## config.mk

```make
export PLATFORM = sky130hd
export DESIGN_NAME = prom_arb
export DESIGN_NICKNAME = d
export VERILOG_FILES = /design/src/rtl/prom_arb_pkg.sv /design/src/rtl/prom_arb_rr.sv /design/src/rtl/prom_arb.sv
export SDC_FILE = /design/constraint.sdc
export NUM_CORES = 1
export LEC_CHECK = 0
export BUFFER_PORTS_ARGS = -buffer_cell sky130_fd_sc_hd__buf_4
export CAP_MARGIN = 20
export CORE_MARGIN = 4
export CORE_UTILIZATION = 30
export CTS_CLUSTER_SIZE = 10
export DETAILED_ROUTE_END_ITERATION = 6
export PLACE_DENSITY = 0.64
export SLEW_MARGIN = 30
export SYNTH_ARGS = -nofsm -noshare
export SYNTH_HDL_FRONTEND = slang
export SYNTH_SLANG_ARGS = --single-unit
```

## constraint.sdc

```tcl
create_clock -name clk -period 1.5 [get_ports clk]
set_input_delay 0.15 -clock clk [delete_from_list [all_inputs] [get_ports clk]]
set_output_delay 0.15 -clock clk [all_outputs]
set_load 0.03 [all_outputs]
```

## src/rtl/prom_arb_pkg.sv

```systemverilog
// prom_arb_pkg: shared types and widths for the boot PROM arbiter.
package prom_arb_pkg;

  localparam int unsigned PROM_AW = 10;
  localparam int unsigned DW      = 32;
  localparam int unsigned CNT_W   = 8;

  localparam logic [DW-1:0] TIMEOUT_DATA = 32'h0;

  typedef enum logic [1:0] {
    IDLE  = 2'd0,
    ISSUE = 2'd1,
    WAIT  = 2'd2,
    RESP  = 2'd3
  } state_e;

  typedef enum logic {
    GNT_I = 1'b0,
    GNT_D = 1'b1
  } gnt_e;

endpackage

```

## src/rtl/prom_arb_rr.sv

```systemverilog
// prom_arb_rr: two-way round-robin picker; the last-grant flag favours the
// other requester on a tie and only moves when a grant is actually taken.
module prom_arb_rr
  import prom_arb_pkg::*;
(
  input  logic       clk,
  input  logic       rst,
  input  logic [1:0] req,
  input  logic       en,
  output gnt_e       gnt_c
);

  gnt_e last_q, last_d;

  // req[0] is the fetch port, req[1] the data port
  always_comb begin
    gnt_c  = GNT_I;
    last_d = last_q;
    unique case (req)
      2'b01:   gnt_c = GNT_I;
      2'b10:   gnt_c = GNT_D;
      2'b11:   gnt_c = (last_q == GNT_D) ? GNT_I : GNT_D;
      default: gnt_c = GNT_I;
    endcase
    if (en && (req != 2'b00)) begin
      last_d = gnt_c;
    end
  end

  always_ff @(posedge clk) begin
    if (rst) begin
      last_q <= GNT_D;
    end else begin
      last_q <= last_d;
    end
  end

endmodule

```

## src/rtl/prom_arb.sv

```systemverilog
// prom_arb: shares the boot PROM between the fetch (I) and data (D) ports.
// Define PROM_ARB_TIMEOUT_EN to bound the WAIT state by TIMEOUT cycles.
module prom_arb
  import prom_arb_pkg::*;
#(
  parameter int unsigned TIMEOUT = 255
) (
  input  logic               clk,
  input  logic               rst,
  input  logic               i_stb,
  input  logic [PROM_AW-1:0] i_addr,
  output logic [DW-1:0]      i_data,
  output logic               i_ack,
  output logic               i_err,
  input  logic               d_stb,
  input  logic               d_we,
  input  logic [PROM_AW-1:0] d_addr,
  output logic [DW-1:0]      d_data,
  output logic               d_ack,
  output logic               d_err,
  output logic               p_stb,
  output logic               p_we,
  output logic [PROM_AW-1:0] p_addr,
  input  logic [DW-1:0]      p_data,
  input  logic               p_ack
);

  if (TIMEOUT < 3 || TIMEOUT > 255) begin : g_timeout_range
    $error("prom_arb: TIMEOUT must be within 3..255");
  end

  state_e             state_q, state_d;
  gnt_e               gnt_q, gnt_d;
  gnt_e               rr_gnt_c;
  logic               rr_en;
  logic [PROM_AW-1:0] p_addr_q, p_addr_d;
  logic [DW-1:0]      i_data_q, i_data_d;
  logic [DW-1:0]      d_data_q, d_data_d;
  logic               i_ack_q, i_ack_d, i_err_q, i_err_d;
  logic               d_ack_q, d_ack_d, d_err_q, d_err_d;
  logic               p_stb_q, p_stb_d;
  logic               done;
  logic               done_err;
  logic [DW-1:0]      done_data;
`ifdef PROM_ARB_TIMEOUT_EN
  logic [CNT_W-1:0]   cnt_q, cnt_d;
`endif

  prom_arb_rr u_rr (
    .clk   (clk),
    .rst   (rst),
    .req   ({d_stb, i_stb}),
    .en    (rr_en),
    .gnt_c (rr_gnt_c)
  );

  // Next state and registered outputs; ack/strobe are decoded from the state
  // being entered so they line up with the state they belong to.
  always_comb begin
    state_d   = state_q;
    gnt_d     = gnt_q;
    p_addr_d  = p_addr_q;
    i_data_d  = i_data_q;
    d_data_d  = d_data_q;
    i_ack_d   = 1'b0;
    i_err_d   = 1'b0;
    d_ack_d   = 1'b0;
    d_err_d   = 1'b0;
    p_stb_d   = 1'b0;
    rr_en     = 1'b0;
    done      = 1'b0;
    done_err  = 1'b0;
    done_data = p_data;
`ifdef PROM_ARB_TIMEOUT_EN
    cnt_d     = cnt_q;
`endif
    unique case (state_q)
      IDLE: begin
        if (i_stb || d_stb) begin
          rr_en = 1'b1;
          gnt_d = rr_gnt_c;
          if ((rr_gnt_c == GNT_D) && d_we) begin
            // writes are refused without touching the PROM
            state_d = RESP;
            d_ack_d = 1'b1;
            d_err_d = 1'b1;
          end else begin
            state_d  = ISSUE;
            p_stb_d  = 1'b1;
            p_addr_d = (rr_gnt_c == GNT_D) ? d_addr : i_addr;
          end
        end
      end
      ISSUE: begin
        // p_ack may still be high from the previous access; not sampled here
        state_d = WAIT;
        p_stb_d = 1'b1;
`ifdef PROM_ARB_TIMEOUT_EN
        cnt_d   = '0;
`endif
      end
      WAIT: begin
        p_stb_d = 1'b1;
`ifdef PROM_ARB_TIMEOUT_EN
        cnt_d   = cnt_q + CNT_W'(1);
`endif
        if (p_ack) begin
          done = 1'b1;
        end
`ifdef PROM_ARB_TIMEOUT_EN
        else if (cnt_d == CNT_W'(TIMEOUT)) begin
          done      = 1'b1;
          done_err  = 1'b1;
          done_data = TIMEOUT_DATA;
        end
`endif
        if (done) begin
          state_d = RESP;
          p_stb_d = 1'b0;
          if (gnt_q == GNT_I) begin
            i_ack_d  = 1'b1;
            i_err_d  = done_err;
            i_data_d = done_data;
          end else begin
            d_ack_d  = 1'b1;
            d_err_d  = done_err;
            d_data_d = done_data;
          end
        end
      end
      RESP: begin
        state_d = IDLE;
      end
      default: begin
        state_d = IDLE;
      end
    endcase
  end

  always_ff @(posedge clk) begin
    if (rst) begin
      state_q  <= IDLE;
      gnt_q    <= GNT_I;
      p_addr_q <= '0;
      i_data_q <= '0;
      d_data_q <= '0;
      i_ack_q  <= 1'b0;
      i_err_q  <= 1'b0;
      d_ack_q  <= 1'b0;
      d_err_q  <= 1'b0;
      p_stb_q  <= 1'b0;
`ifdef PROM_ARB_TIMEOUT_EN
      cnt_q    <= '0;
`endif
    end else begin
      state_q  <= state_d;
      gnt_q    <= gnt_d;
      p_addr_q <= p_addr_d;
      i_data_q <= i_data_d;
      d_data_q <= d_data_d;
      i_ack_q  <= i_ack_d;
      i_err_q  <= i_err_d;
      d_ack_q  <= d_ack_d;
      d_err_q  <= d_err_d;
      p_stb_q  <= p_stb_d;
`ifdef PROM_ARB_TIMEOUT_EN
      cnt_q    <= cnt_d;
`endif
    end
  end

  assign i_data = i_data_q;
  assign i_ack  = i_ack_q;
  assign i_err  = i_err_q;
  assign d_data = d_data_q;
  assign d_ack  = d_ack_q;
  assign d_err  = d_err_q;
  assign p_stb  = p_stb_q;
  assign p_we   = 1'b0;
  assign p_addr = p_addr_q;

endmodule
```

==> run summary <==
The flow ran to the end, and the final reports show no timing, DRC or antenna violations. The min-delay analysis places its worst path in the category primary input to flip-flop. The die outline area is 12300 sq um. The most used flip-flop cell after synthesis is sky130_fd_sc_hd__dfxtp_1. Yosys instantiated no cell more often than sky130_fd_sc_hd__nand2_1. The leakage component of the power is 1.93 nW.

Relative to the synthesized area, the layout overhead comes to 48.0%. The count of distinct cell types in the synthesized netlist came out at 30. The post-layout utilization of the core came out at 45.4%.

Setup repair after global routing could not meet its margin everywhere. The area fraction in and, or, nand and nor cells after synthesis is 21.1%. The total DRC errors in the routed layout is 0. The share of the synthesized area in the top cell type came out at 51.8%. The diode insertion count for antenna repair is 0. Clock tree synthesis inserted a total of 9 buffers. By area the synthesized netlist is led by sky130_fd_sc_hd__dfxtp_1 52%, sky130_fd_sc_hd__nand2_1 18%, sky130_fd_sc_hd__a21oi_1 11%. The power consumption came out at 6.75 mW. The total of buffers placed on input and output ports came out at 135.

The register bit count reported by yosys is 82. The highest fanout seen on the critical path came out at 8. The maximum operating frequency is 0.709 GHz. The total count of max-transition violations in the final report was 0.

The start-to-end type of the worst setup path is flip-flop to flip-flop. The via count of the first global-routing pass came to 2904. The number of DRC markers in iteration 0 came out at 163. The first detailed-routing pass took 4 iterations. The compound-cell area share of the yosys netlist came out at 19.9%. The worst setup path is launched from a flip-flop. The aggregate negative setup slack is 0 ps. The detail-routed via count per cell came out at 4.60. The largest individual stage delay along the critical path comes from the cell sky130_fd_sc_hd__dfxtp_2. The clock period minus worst slack came out at 1410 ps.

The largest voltage drop on the vdd net is 0.000644 V. The critical path goes through inv_2, ha_2, and3b_1, a21o_1, buf_12, a311oi_2. The core region area came out at 10300 sq um.

The HPWL after detailed placement is 6.37 mm. The portion of the clock cycle consumed by the worst path in the final layout came out at 94.1%. The weighted congestion at the end of routability-driven global placement came out at 0.743. The register clock-pin slew on the reported worst setup and hold paths came out at 90 ps. The maximum count of clock buffers along a single path came out at 2.

The arrival time of data at the critical path endpoint came out at 1680 ps. The async set or reset register ratio after synthesis is 0%. The final setup skew is 7.85 ps. The number of nets still failing antenna checks after routing came out at 0. For this run, the total global-route usage over all layers was measured as 14.3%. The count of boundary I/O pins came out at 138. The first global-routing pass estimated 14.4 mm of wire. In this design, the stage delay of the slowest critical-path cell is 360 ps. The total wire length is 8.91 mm. The hold slack came out at 50.5 ps.

The area of all placed cells without fillers is 4690 sq um. The effective utilization at floorplan came out at 30.7%. After global routing the overflow that remains totals 0. TritonCTS built the clock tree.

The number of inserted filler cells in the final layout is 986. The power per cell area is 1440 nW/um^2. The number of enable-type register cells in the synthesized netlist came out at 0. The share of cells above drive strength 1 is 36.2%.

The share of the synthesized netlist area taken by xor and xnor gates is 0%. The kind of cell with the highest combined delay along the critical path is compound AO/OA/AOI/OAI gates. The largest family of logic cells by synthesized area is simple AND/OR/NAND/NOR gates. The x dimension of the die is 111 um.

The synthesized-area fraction occupied by adder cells is 1.58%. Detailed routing inserted a total of 3020 vias. The number of antenna violations at the first check in global routing came out at 0.

The warning count from the yosys run is 0. The tree is rooted in a sky130_fd_sc_hd__clkbuf_8. The site row count is 37.

The data required time at the worst endpoint is 1760 ps. The post-placement cell area came out at 4400 sq um. The height of the die is 111 um. The number of standard cells after synthesis is 384. The average footprint of a synthesized cell came out at 8.25 sq um.

Summing every instance area after synthesis gives 3170 sq um. The number of H-tree branching levels came out at 3. The insertion delay of the later-clocked pin in the worst-skew pair is 350 ps. The post-layout net count is 577. sky130_fd_sc_hd__dfxtp_1 takes more of the synthesized area than any other cell.

The tool flagged a number of max-cap violations equal to 0. Multiplexer cells account for 0% of the synthesized area. Together, buffers and inverters on the worst path number 2. The final count of negative-setup-slack endpoints is 0.

The number of sinks on the clock net is 82. The part of the Yosys area used for sequential elements came out at 51.8%. STA classifies the critical path endpoint as a flip-flop. The number of hold-slack violations in the final timing report is 0.

By count the netlist is led by 149 x sky130_fd_sc_hd__nand2_1, 82 x sky130_fd_sc_hd__dfxtp_1, 67 x sky130_fd_sc_hd__a21oi_1. The wire length per cell is 13.6 um. The largest net degree at the start of global routing came out at 44.
[area by class of cell]
class | count | area, sq um | share of cell area (%)
timing repair buffer | 151 | 1230 | 26.3
multi-input combinational | 269 | 1380 | 29.5
tap | 136 | 170 | 3.63
sequential | 82 | 1640 | 35.1
clock inverter | 6 | 114 | 2.43
inverter | 2 | 7.51 | 0.160
clock buffer | 10 | 138 | 2.94
[cell usage in the layout (no fill, tap or decap), drive strengths merged, types with 2 or more instances in the layout]
cell type / synthesis / final
clkinvlp: 0 / 2
bufinv: 0 / 3
buf: 20 / 151
dfxtp: 82 / 82
inv: 2 / 2
nand2: 149 / 149
conb: 1 / 2
nand2b: 2 / 2
o21a: 2 / 2
and3b: 2 / 2
nand3: 2 / 2
a211oi: 10 / 10
ha: 4 / 4
a21oi: 67 / 67
a311oi: 11 / 11
clkbuf: 12 / 10
nor2: 7 / 7
[state kept, by name (all words and copies together) (netlist names)]
register,cells
d_data,32
i_data,32
p_addr,10
state_q,2
d_ack,1
d_err,1
gnt_q,1
i_ack,1
p_stb,1
u_rr.last_q,1
[logic make-up after synthesis]
| logic type | after synthesis |
|---|---|
| buffers and inverters | 34 |
| AND/OR/NAND/NOR | 168 |
| flip-flops | 82 |
| other | 1 |
| adder cells (fa/ha/maj) | 4 |
| AO/OA/AOI/OAI | 95 |
[per-layer routing]
layer	vias to the layer above	part of all wire (%)	global-route usage, %
met5	-	0	0
met4	0	1.1	4.60
met3	9	6.1	4.86
met2	86	50	24.5
met1	1394	43	16.8
li1	1531	-	-
[tightest hold or removal path: stages]
cell and delay [ps]:
sky130_fd_sc_hd__buf_4 110, sky130_fd_sc_hd__nand2_1 50, sky130_fd_sc_hd__a21oi_1 50
[repair_timing]
action,4_1_cts,5_1_grt
hold buffers,0,0
setup endpoints to repair,0,15
endpoints found under the hold margin,0,0
gates resized for setup,0,9
setup buffers,0,1
[stage by stage]
step	instances	setup slack, ps
2_1_floorplan	385	-15.1
3_3_place_gp	639	76.4
3_5_place_dp	639	24.3
4_1_cts	655	3.65
5_1_grt	656	-13.9
6_report	656	88.8
[report_power, final]
group	switching, mW	internal [mW]
Sequential	0.157	2.43
Clock	0.789	1.15
Combinational	1.24	0.979
[worst paths after layout]
kind	to	depth (start not counted)	slack [ps]	from
max	p_addr[0]$_SDFFE_PP0P_	6	90	state_q[1]$_SDFFE_PP0P_
min	d_data[1]$_SDFFE_PP0P_	3	50	p_data[1]
max reg2reg	p_addr[0]$_SDFFE_PP0P_	6	90	state_q[1]$_SDFFE_PP0P_
min reg2reg	i_data[12]$_SDFFE_PP0P_	2	460	i_data[12]$_SDFFE_PP0P_
Power figures use the tool's default switching activity.
